===== src/rtl/vga_timing_gen.sv =====
// Parametrised VGA raster timing generator: column/row counters with registered,
// mutually aligned sync, active-video, line/frame strobes and coordinates.
module vga_timing_gen #(
  parameter int ACTIVE_COLS   = 640,
  parameter int H_FRONT_PORCH = 16,
  parameter int H_SYNC        = 96,
  parameter int H_BACK_PORCH  = 48,
  parameter int ACTIVE_ROWS   = 480,
  parameter int V_FRONT_PORCH = 10,
  parameter int V_SYNC        = 2,
  parameter int V_BACK_PORCH  = 33,
  parameter bit HSYNC_POL     = 1'b0,
  parameter bit VSYNC_POL     = 1'b0,
  parameter int COUNT_WIDTH   = 10
) (
  input  logic                   i_Clk,
  input  logic                   i_Reset,
  input  logic                   i_Pix_En,
  output logic                   o_HSync,
  output logic                   o_VSync,
  output logic                   o_Active,
  output logic [COUNT_WIDTH-1:0] o_Col_Count,
  output logic [COUNT_WIDTH-1:0] o_Row_Count,
  output logic                   o_Line_Start,
  output logic                   o_Frame_Start
);

  localparam int H_TOTAL        = ACTIVE_COLS + H_FRONT_PORCH + H_SYNC + H_BACK_PORCH;
  localparam int V_TOTAL        = ACTIVE_ROWS + V_FRONT_PORCH + V_SYNC + V_BACK_PORCH;
  localparam int H_SYNC_START   = ACTIVE_COLS + H_FRONT_PORCH;
  localparam int H_SYNC_END     = H_SYNC_START + H_SYNC;
  localparam int V_SYNC_START   = ACTIVE_ROWS + V_FRONT_PORCH;
  localparam int V_SYNC_END     = V_SYNC_START + V_SYNC;
  localparam longint COUNT_SPAN = longint'(1) << COUNT_WIDTH;

  localparam logic [COUNT_WIDTH-1:0] H_LAST = COUNT_WIDTH'(H_TOTAL - 1);
  localparam logic [COUNT_WIDTH-1:0] V_LAST = COUNT_WIDTH'(V_TOTAL - 1);
  localparam logic [COUNT_WIDTH-1:0] ONE    = COUNT_WIDTH'(1);

  // Reject configurations the counters or sync logic cannot represent.
  if (H_SYNC < 1) begin : g_bad_h_sync
    $error("vga_timing_gen: H_SYNC must be at least 1");
  end
  if (V_SYNC < 1) begin : g_bad_v_sync
    $error("vga_timing_gen: V_SYNC must be at least 1");
  end
  if (COUNT_SPAN < longint'(H_TOTAL) || COUNT_SPAN < longint'(V_TOTAL)) begin : g_bad_width
    $error("vga_timing_gen: COUNT_WIDTH too small for H_TOTAL/V_TOTAL");
  end

  logic [COUNT_WIDTH-1:0] col_q, col_d;
  logic [COUNT_WIDTH-1:0] row_q, row_d;
  logic                   hsync_q, hsync_d;
  logic                   vsync_q, vsync_d;
  logic                   active_q, active_d;
  logic                   line_start_q, line_start_d;
  logic                   frame_start_q, frame_start_d;

  // All outputs are derived from the next position so they stay aligned with the counts.
  always_comb begin
    col_d         = col_q;
    row_d         = row_q;
    hsync_d       = hsync_q;
    vsync_d       = vsync_q;
    active_d      = active_q;
    line_start_d  = 1'b0;
    frame_start_d = 1'b0;

    if (i_Pix_En) begin
      if (col_q == H_LAST) begin
        col_d = '0;
        if (row_q == V_LAST) begin
          row_d = '0;
        end else begin
          row_d = row_q + ONE;
        end
      end else begin
        col_d = col_q + ONE;
      end

      hsync_d = ((int'(col_d) >= H_SYNC_START) && (int'(col_d) < H_SYNC_END))
                ? HSYNC_POL : ~HSYNC_POL;
      vsync_d = ((int'(row_d) >= V_SYNC_START) && (int'(row_d) < V_SYNC_END))
                ? VSYNC_POL : ~VSYNC_POL;
      active_d      = (int'(col_d) < ACTIVE_COLS) && (int'(row_d) < ACTIVE_ROWS);
      line_start_d  = (col_d == '0);
      frame_start_d = (col_d == '0) && (row_d == '0);
    end
  end

  // Reset parks the raster on the last back-porch pixel so the first advance lands on (0,0).
  always_ff @(posedge i_Clk) begin
    if (i_Reset) begin
      col_q         <= H_LAST;
      row_q         <= V_LAST;
      hsync_q       <= ~HSYNC_POL;
      vsync_q       <= ~VSYNC_POL;
      active_q      <= 1'b0;
      line_start_q  <= 1'b0;
      frame_start_q <= 1'b0;
    end else begin
      col_q         <= col_d;
      row_q         <= row_d;
      hsync_q       <= hsync_d;
      vsync_q       <= vsync_d;
      active_q      <= active_d;
      line_start_q  <= line_start_d;
      frame_start_q <= frame_start_d;
    end
  end

  assign o_Col_Count   = col_q;
  assign o_Row_Count   = row_q;
  assign o_HSync       = hsync_q;
  assign o_VSync       = vsync_q;
  assign o_Active      = active_q;
  assign o_Line_Start  = line_start_q;
  assign o_Frame_Start = frame_start_q;

endmodule


===== config.mk =====
export PLATFORM = sky130hd
export DESIGN_NAME = vga_timing_gen
export DESIGN_NICKNAME = d
export VERILOG_FILES = /design/src/rtl/vga_timing_gen.sv
export SDC_FILE = /design/constraint.sdc
export NUM_CORES = 1
export LEC_CHECK = 0
export ABC_CLOCK_PERIOD_IN_PS = 2300
export BUFFER_PORTS_ARGS = -buffer_cell sky130_fd_sc_hd__buf_2
export CAP_MARGIN = 5
export CORE_ASPECT_RATIO = 0.9
export CORE_MARGIN = 2
export CORE_UTILIZATION = 40
export DETAILED_ROUTE_END_ITERATION = 16
export GPL_ROUTABILITY_DRIVEN = 0
export MAX_ROUTING_LAYER = met4
export SLEW_MARGIN = 0
export SYNTH_ARGS = -nofsm -noshare
export SYNTH_HDL_FRONTEND = slang
export SYNTH_SLANG_ARGS = --single-unit
export TNS_END_PERCENT = 10

===== constraint.sdc =====
create_clock -name i_Clk -period 2.3 [get_ports i_Clk]
set_input_delay 0.23 -clock i_Clk [delete_from_list [all_inputs] [get_ports i_Clk]]
set_output_delay 0.23 -clock i_Clk [all_outputs]
set_load 0.1 [all_outputs]

==> impl_metrics.env, run 1 <==
export IMPL_crit_path_end_kind="flip-flop"
export IMPL_cts_tree="done"
export IMPL_fin_worst_skew_ns=0.00239
export IMPL_hold_depth=2
export IMPL_grt_pass1_vias=1452
export IMPL_drc=0
export IMPL_endpoint="o_Frame_Start"
export IMPL_async_reset_ff_frac=0
export IMPL_grt_usage=0.196
export IMPL_num_fill_cells=392
export IMPL_cellPowerDensity_nw_per_um2=715
export IMPL_fmaxAchievable_ghz=0.490
export IMPL_place_port_buffers=27
export IMPL_dieHeight_um=65.1
export IMPL_area_growth_pct=15.7
export IMPL_highest_layer="met4"
export IMPL_clock_path_buffers=2
export IMPL_cts_sinks=25
export IMPL_hp_class="input pin to flip-flop"
export IMPL_wl_um=4130
export IMPL_reg2reg_from="o_Col_Count[0]"
export IMPL_grt_max_degree=24
export IMPL_synth_area_per_cell_um2=7.62
export IMPL_ff2ff_path_depth=7
export IMPL_synth_distinct_cells=52
export IMPL_cts_htree_levels=1
export IMPL_pre_cts_slack_ns=0.116
export IMPL_vias=1634
export IMPL_synth_edff_count=0
export IMPL_dr_pass1_iters=4
export IMPL_rsz0062_at_grt="false"
export IMPL_postLayoutCoreUtil=0.475
export IMPL_start_util=0.411
export IMPL_final_cell_area_um2=1920
export IMPL_drive_above_1_share=0.268
export IMPL_root_buffer="clkbuf_8"
export IMPL_antenna_found_initial=0
export IMPL_rrSetupSlack_ns=0.26
export IMPL_layout_common_cells="27 x buf_2, 24 x nor2_1, 19 x nand2_1"
export IMPL_synth_cells=218
export IMPL_synth_nets=224
export IMPL_path_max_fanout=16
export IMPL_r2r_end="o_Frame_Start"
export IMPL_finalMaxSlewViolations=0
export IMPL_irDropWorstVdd_uv=290
export IMPL_postRouteAntennaNets=0
export IMPL_wl_per_cell_um=14.4
export IMPL_ys_flop_type="dfxtp_1"
export IMPL_hold_viol_final=0
export IMPL_yosysSeqAreaShare=0.301
export IMPL_startpoint_type="flip-flop"
export IMPL_die_width_um=71.9
export IMPL_cts_buffers=3
export IMPL_finalSetupViolCount=0
export IMPL_placed_area_um2=1880
export IMPL_drt_iter0_markers=129
export IMPL_crit_start="o_Col_Count[0]"
export IMPL_overflow=0
export IMPL_status="finished, final reports clean"
export IMPL_grt_pass1_wl_um=7130
export IMPL_arrival_ns=2.25
export IMPL_rows=22
export IMPL_dr_wl_met2_um=1780
export IMPL_final_nets=246
export IMPL_critPathKind="flip-flop to flip-flop"
export IMPL_clock_latency_ns=0.27
export IMPL_ios=28
export IMPL_clk_pin_slew_worst_paths_ns=0.09
export IMPL_route_met3_wl_um=193
export IMPL_core_area_um2=4050
export IMPL_critical_path_required_ns=2.52
export IMPL_tns_ns=0
export IMPL_via_per_inst=5.69
export IMPL_dieArea_um2=4690
export IMPL_period_needed_ns=2.04
export IMPL_yosys_warnings=0
export IMPL_min_period_over_period=0.886
export IMPL_wl_met1_um=2100
export IMPL_ys_ff_latch=25
export IMPL_leakage_nw=0.762
export IMPL_drv_cap=0
export IMPL_hp_start="i_Reset"
export IMPL_relSlewSlack=0.675
export IMPL_n_antenna_cell=0
export IMPL_post_cts_setup_buffer_count=0
export IMPL_tightest_slew_ns=0.491
export IMPL_setup_slack_ns=0.261
export IMPL_final_common_cell="buf_2"
export IMPL_hpwlAfterDp_um=3010
export IMPL_synth_area_um2=1660
registers in the layout (all words and copies together) (netlist names):
name,flops
o_Active,1
o_Col_Count,10
o_Frame_Start,1
o_HSync,1
o_Line_Start,1
o_Row_Count,10
o_VSync,1
how the worst min path moves through the flow:
stage | end | slack, ns
detailed placement | o_HSync | 0.49
finish | o_Col_Count[7] | 0.38
floorplan | o_Col_Count[1] | 0.33
global placement | o_HSync | 0.47
global route | o_Col_Count[7] | 0.40
CTS | o_Col_Count[7] | 0.38
critical path: stages (launching register included):
cell and delay, ns:
dfxtp_4 0.40, ha_4 0.16, and4_1 0.23, and3_2 0.37, nor3_1 0.09, a21oi_1 0.29
and4_1 0.27, and4_1 0.17
per-stage QoR:
step | power, mW | cells | hold slack [ns]
floorplan | 1.00 | 218 | 0.328
global placement | 1.11 | 283 | 0.472
detailed placement | 1.11 | 283 | 0.491
CTS | 1.38 | 287 | 0.376
global route | 1.44 | 287 | 0.402
finish | 1.37 | 287 | 0.381
repair_timing:
| item | CTS | global route |
|---|---|---|
| resized for setup | 0 | 1 |
| setup endpoints to repair | 0 | 3 |
| hold buffers | 0 | 0 |
kinds of logic (layout without fill, tap and decap cells):
logic type | count (synthesis) | after routing | share of synthesized area
muxes | 1 | 1 | 0.00602
and+or+nand+nor | 102 | 102 | 0.334
AOI/OAI and AO/OA | 51 | 51 | 0.214
adders and majority gates | 3 | 3 | 0.0226
xor gates and xnor gates | 10 | 10 | 0.0527
DFF | 25 | 25 | 0.301
buffers and inverters | 26 | 47 | 0.0700
cell type report:
type	count	area (µm²)	share of cell area
repair buffers	34	188	0.0977
multi-input cells	167	1060	0.551
clock buffers	4	45.0	0.0234
flip-flops and latches	25	537	0.279
well taps	48	60.1	0.0313
inverters	9	33.8	0.0176
synthesized netlist by cell type (all sizes together), types with 5 or more instances:
cell type  count  share of area
a211o          5          0.026
a21oi         11          0.033
nor3           8          0.024
nand3         10          0.030
o21ai         11          0.033
nor2          24          0.054
nand4          8          0.030
nand2b         6          0.023
nor2b          5          0.019
xor2           6          0.032
and3           6          0.023
buf            9          0.032
nand2         19          0.043
dfxtp         25           0.30
inv            9          0.020
clkbuf         8          0.018
metal layers:
metal	track usage	up-vias
li1	-	825
met1	0.290	750
met2	0.267	53
met3	0.0291	6
met4	0.0708	0
met5	-	-
power breakdown:
group          total [mW]  switching [mW]  leakage [nW]  internal [mW]
sequential          0.519          0.0526         0.207          0.467
clock               0.264           0.140        0.0228          0.124
combinational       0.590           0.419         0.533          0.171
total                1.37           0.612         0.762          0.762
No activity file was read; power rests on OpenSTA's default activity.
==> run 2, diff against run 1 <==
--- a/config.mk
+++ b/config.mk
@@ -6,12 +6,12 @@
 export NUM_CORES = 1
 export LEC_CHECK = 0
 export ABC_CLOCK_PERIOD_IN_PS = 2300
-export BUFFER_PORTS_ARGS = -buffer_cell sky130_fd_sc_hd__buf_2
 export CAP_MARGIN = 5
 export CORE_ASPECT_RATIO = 0.9
 export CORE_MARGIN = 2
 export CORE_UTILIZATION = 40
 export DETAILED_ROUTE_END_ITERATION = 16
+export DONT_BUFFER_PORTS = 1
 export GPL_ROUTABILITY_DRIVEN = 0
 export MAX_ROUTING_LAYER = met4
 export SLEW_MARGIN = 0
==> impl_metrics.env, run 2 (synthesis results as in run 1) <==
export IMPL_status="finished, final reports clean"
export IMPL_postRouteAntennaNets=0
export IMPL_area_growth_pct=19.6
export IMPL_wl_um=4270
export IMPL_crit_path_end_kind="flip-flop"
export IMPL_dr_pass1_iters=4
export IMPL_drt_iter0_markers=143
export IMPL_post_cts_setup_buffer_count=0
export IMPL_path_max_fanout=8
export IMPL_min_period_over_period=0.909
export IMPL_placed_area_um2=1920
export IMPL_hp_class="input pin to flip-flop"
export IMPL_tightest_slew_ns=0.451
export IMPL_overflow=0
export IMPL_die_width_um=71.9
export IMPL_grt_max_degree=24
export IMPL_post_cts_resized=0
export IMPL_layout_common_cells="31 x buf_4, 24 x nor2_1, 19 x nand2_1"
export IMPL_n_antenna_cell=0
export IMPL_min_to="o_Active"
export IMPL_hp_start="i_Reset"
export IMPL_rows=22
export IMPL_antenna_found_initial=0
export IMPL_finalSetupViolCount=0
export IMPL_ios=28
export IMPL_grt_pass1_vias=1478
export IMPL_clock_path_buffers=2
export IMPL_tns_ns=0
export IMPL_via_per_inst=5.70
export IMPL_wl_per_cell_um=14.9
export IMPL_finalMaxSlewViolations=0
export IMPL_relSlewSlack=0.698
export IMPL_hold_depth=1
export IMPL_critical_path_required_ns=2.52
export IMPL_rrSetupSlack_ns=0.21
export IMPL_startpoint_type="flip-flop"
export IMPL_irDropWorstVdd_uv=348
export IMPL_vias=1630
export IMPL_fmaxAchievable_ghz=0.479
export IMPL_final_cell_area_um2=1990
export IMPL_start_util=0.411
export IMPL_dieArea_um2=4690
export IMPL_cts_tree="done"
export IMPL_place_port_buffers=0
export IMPL_cts_sinks=25
export IMPL_drc=0
export IMPL_dieHeight_um=65.1
export IMPL_core_area_um2=4050
export IMPL_final_nets=245
export IMPL_postLayoutCoreUtil=0.491
export IMPL_fin_worst_skew_ns=0.00244
export IMPL_hpwlAfterDp_um=3100
export IMPL_clock_latency_ns=0.27
export IMPL_cellPowerDensity_nw_per_um2=696
export IMPL_busiest_layer="met2"
export IMPL_final_common_cell="buf_4"
export IMPL_root_buffer="clkbuf_8"
export IMPL_cts_htree_levels=1
export IMPL_grt_use_met1=0.267
export IMPL_arrival_ns=2.31
export IMPL_rsz0062_at_grt="false"
export IMPL_r2r_end="o_Frame_Start"
export IMPL_hold_viol_final=0
export IMPL_drive_above_1_share=0.256
export IMPL_setup_slack_ns=0.210
export IMPL_critPathKind="flip-flop to flip-flop"
export IMPL_reg2reg_from="o_Row_Count[6]"
export IMPL_leakage_nw=0.780
export IMPL_clk_pin_slew_worst_paths_ns=0.09
export IMPL_gr_usage_met3=0.0383
export IMPL_pre_cts_slack_ns=0.232
export IMPL_drv_cap=0
export IMPL_hold_buffers=1
export IMPL_whs_ns=0.0397
export IMPL_grt_pass1_wl_um=7250
export IMPL_period_needed_ns=2.09
export IMPL_grt_usage=0.200
export IMPL_grt_use_met2=0.311
export IMPL_cts_buffers=3
export IMPL_ff2ff_path_depth=6
[run 2: cell count changes in the layout (fill, tap and decap cells not counted), sizes merged]
cell	change
buf	-3
clkbuf	-1
clkinv	+1
dlygate4sd3	+2
[run 2: area by class of cell]
class                           count  area, µm²
Inverter                            9       33.8
Timing Repair Buffer               33        253
Clock buffer                        3       41.3
Sequential cell                    25        537
Clock inverter                      1       5.00
Tap cell                           48       60.1
Fill cell                         400       2060
Multi-Input combinational cell    167       1060
[run 2: how the worst max path moves through the flow]
stage	start	to	slack [ns]	depth (start not counted)
floorplan	o_Col_Count[0]	o_Active	0.009	7
global placement	o_Row_Count[6]	o_Frame_Start	0.22	6
detailed placement	o_Row_Count[6]	o_Frame_Start	0.23	6
CTS	o_Row_Count[6]	o_Frame_Start	0.21	6
global route	o_Row_Count[6]	o_VSync	0.06	6
finish	o_Row_Count[6]	o_Frame_Start	0.21	6
[run 2: layer usage]
| layer | part of all wire | up-vias |
|---|---|---|
| met5 | 0 | - |
| met4 | 0.023 | 0 |
| li1 | - | 825 |
| met3 | 0.049 | 6 |
| met2 | 0.44 | 44 |
| met1 | 0.49 | 755 |
[run 2: worst max-delay path: stages (launching register included)]
cell	delay (ns)
dfxtp_2	0.38
or3_4	0.42
nor4_4	0.39
o21ai_1	0.13
a22o_1	0.29
a211oi_2	0.20
and4_1	0.22
[run 2: stage by stage]
step | std cells | power (mW)
after floorplan | 218 | 1.00
after global placement | 280 | 1.11
after detailed placement | 280 | 1.11
after CTS | 285 | 1.39
after global routing | 286 | 1.47
final | 286 | 1.38
[run 2: power by group]
part / leakage, nW / internal (mW) / switching [mW]
logic: 0.548 / 0.184 / 0.426
clock network: 0.0255 / 0.121 / 0.149
registers: 0.207 / 0.466 / 0.0351
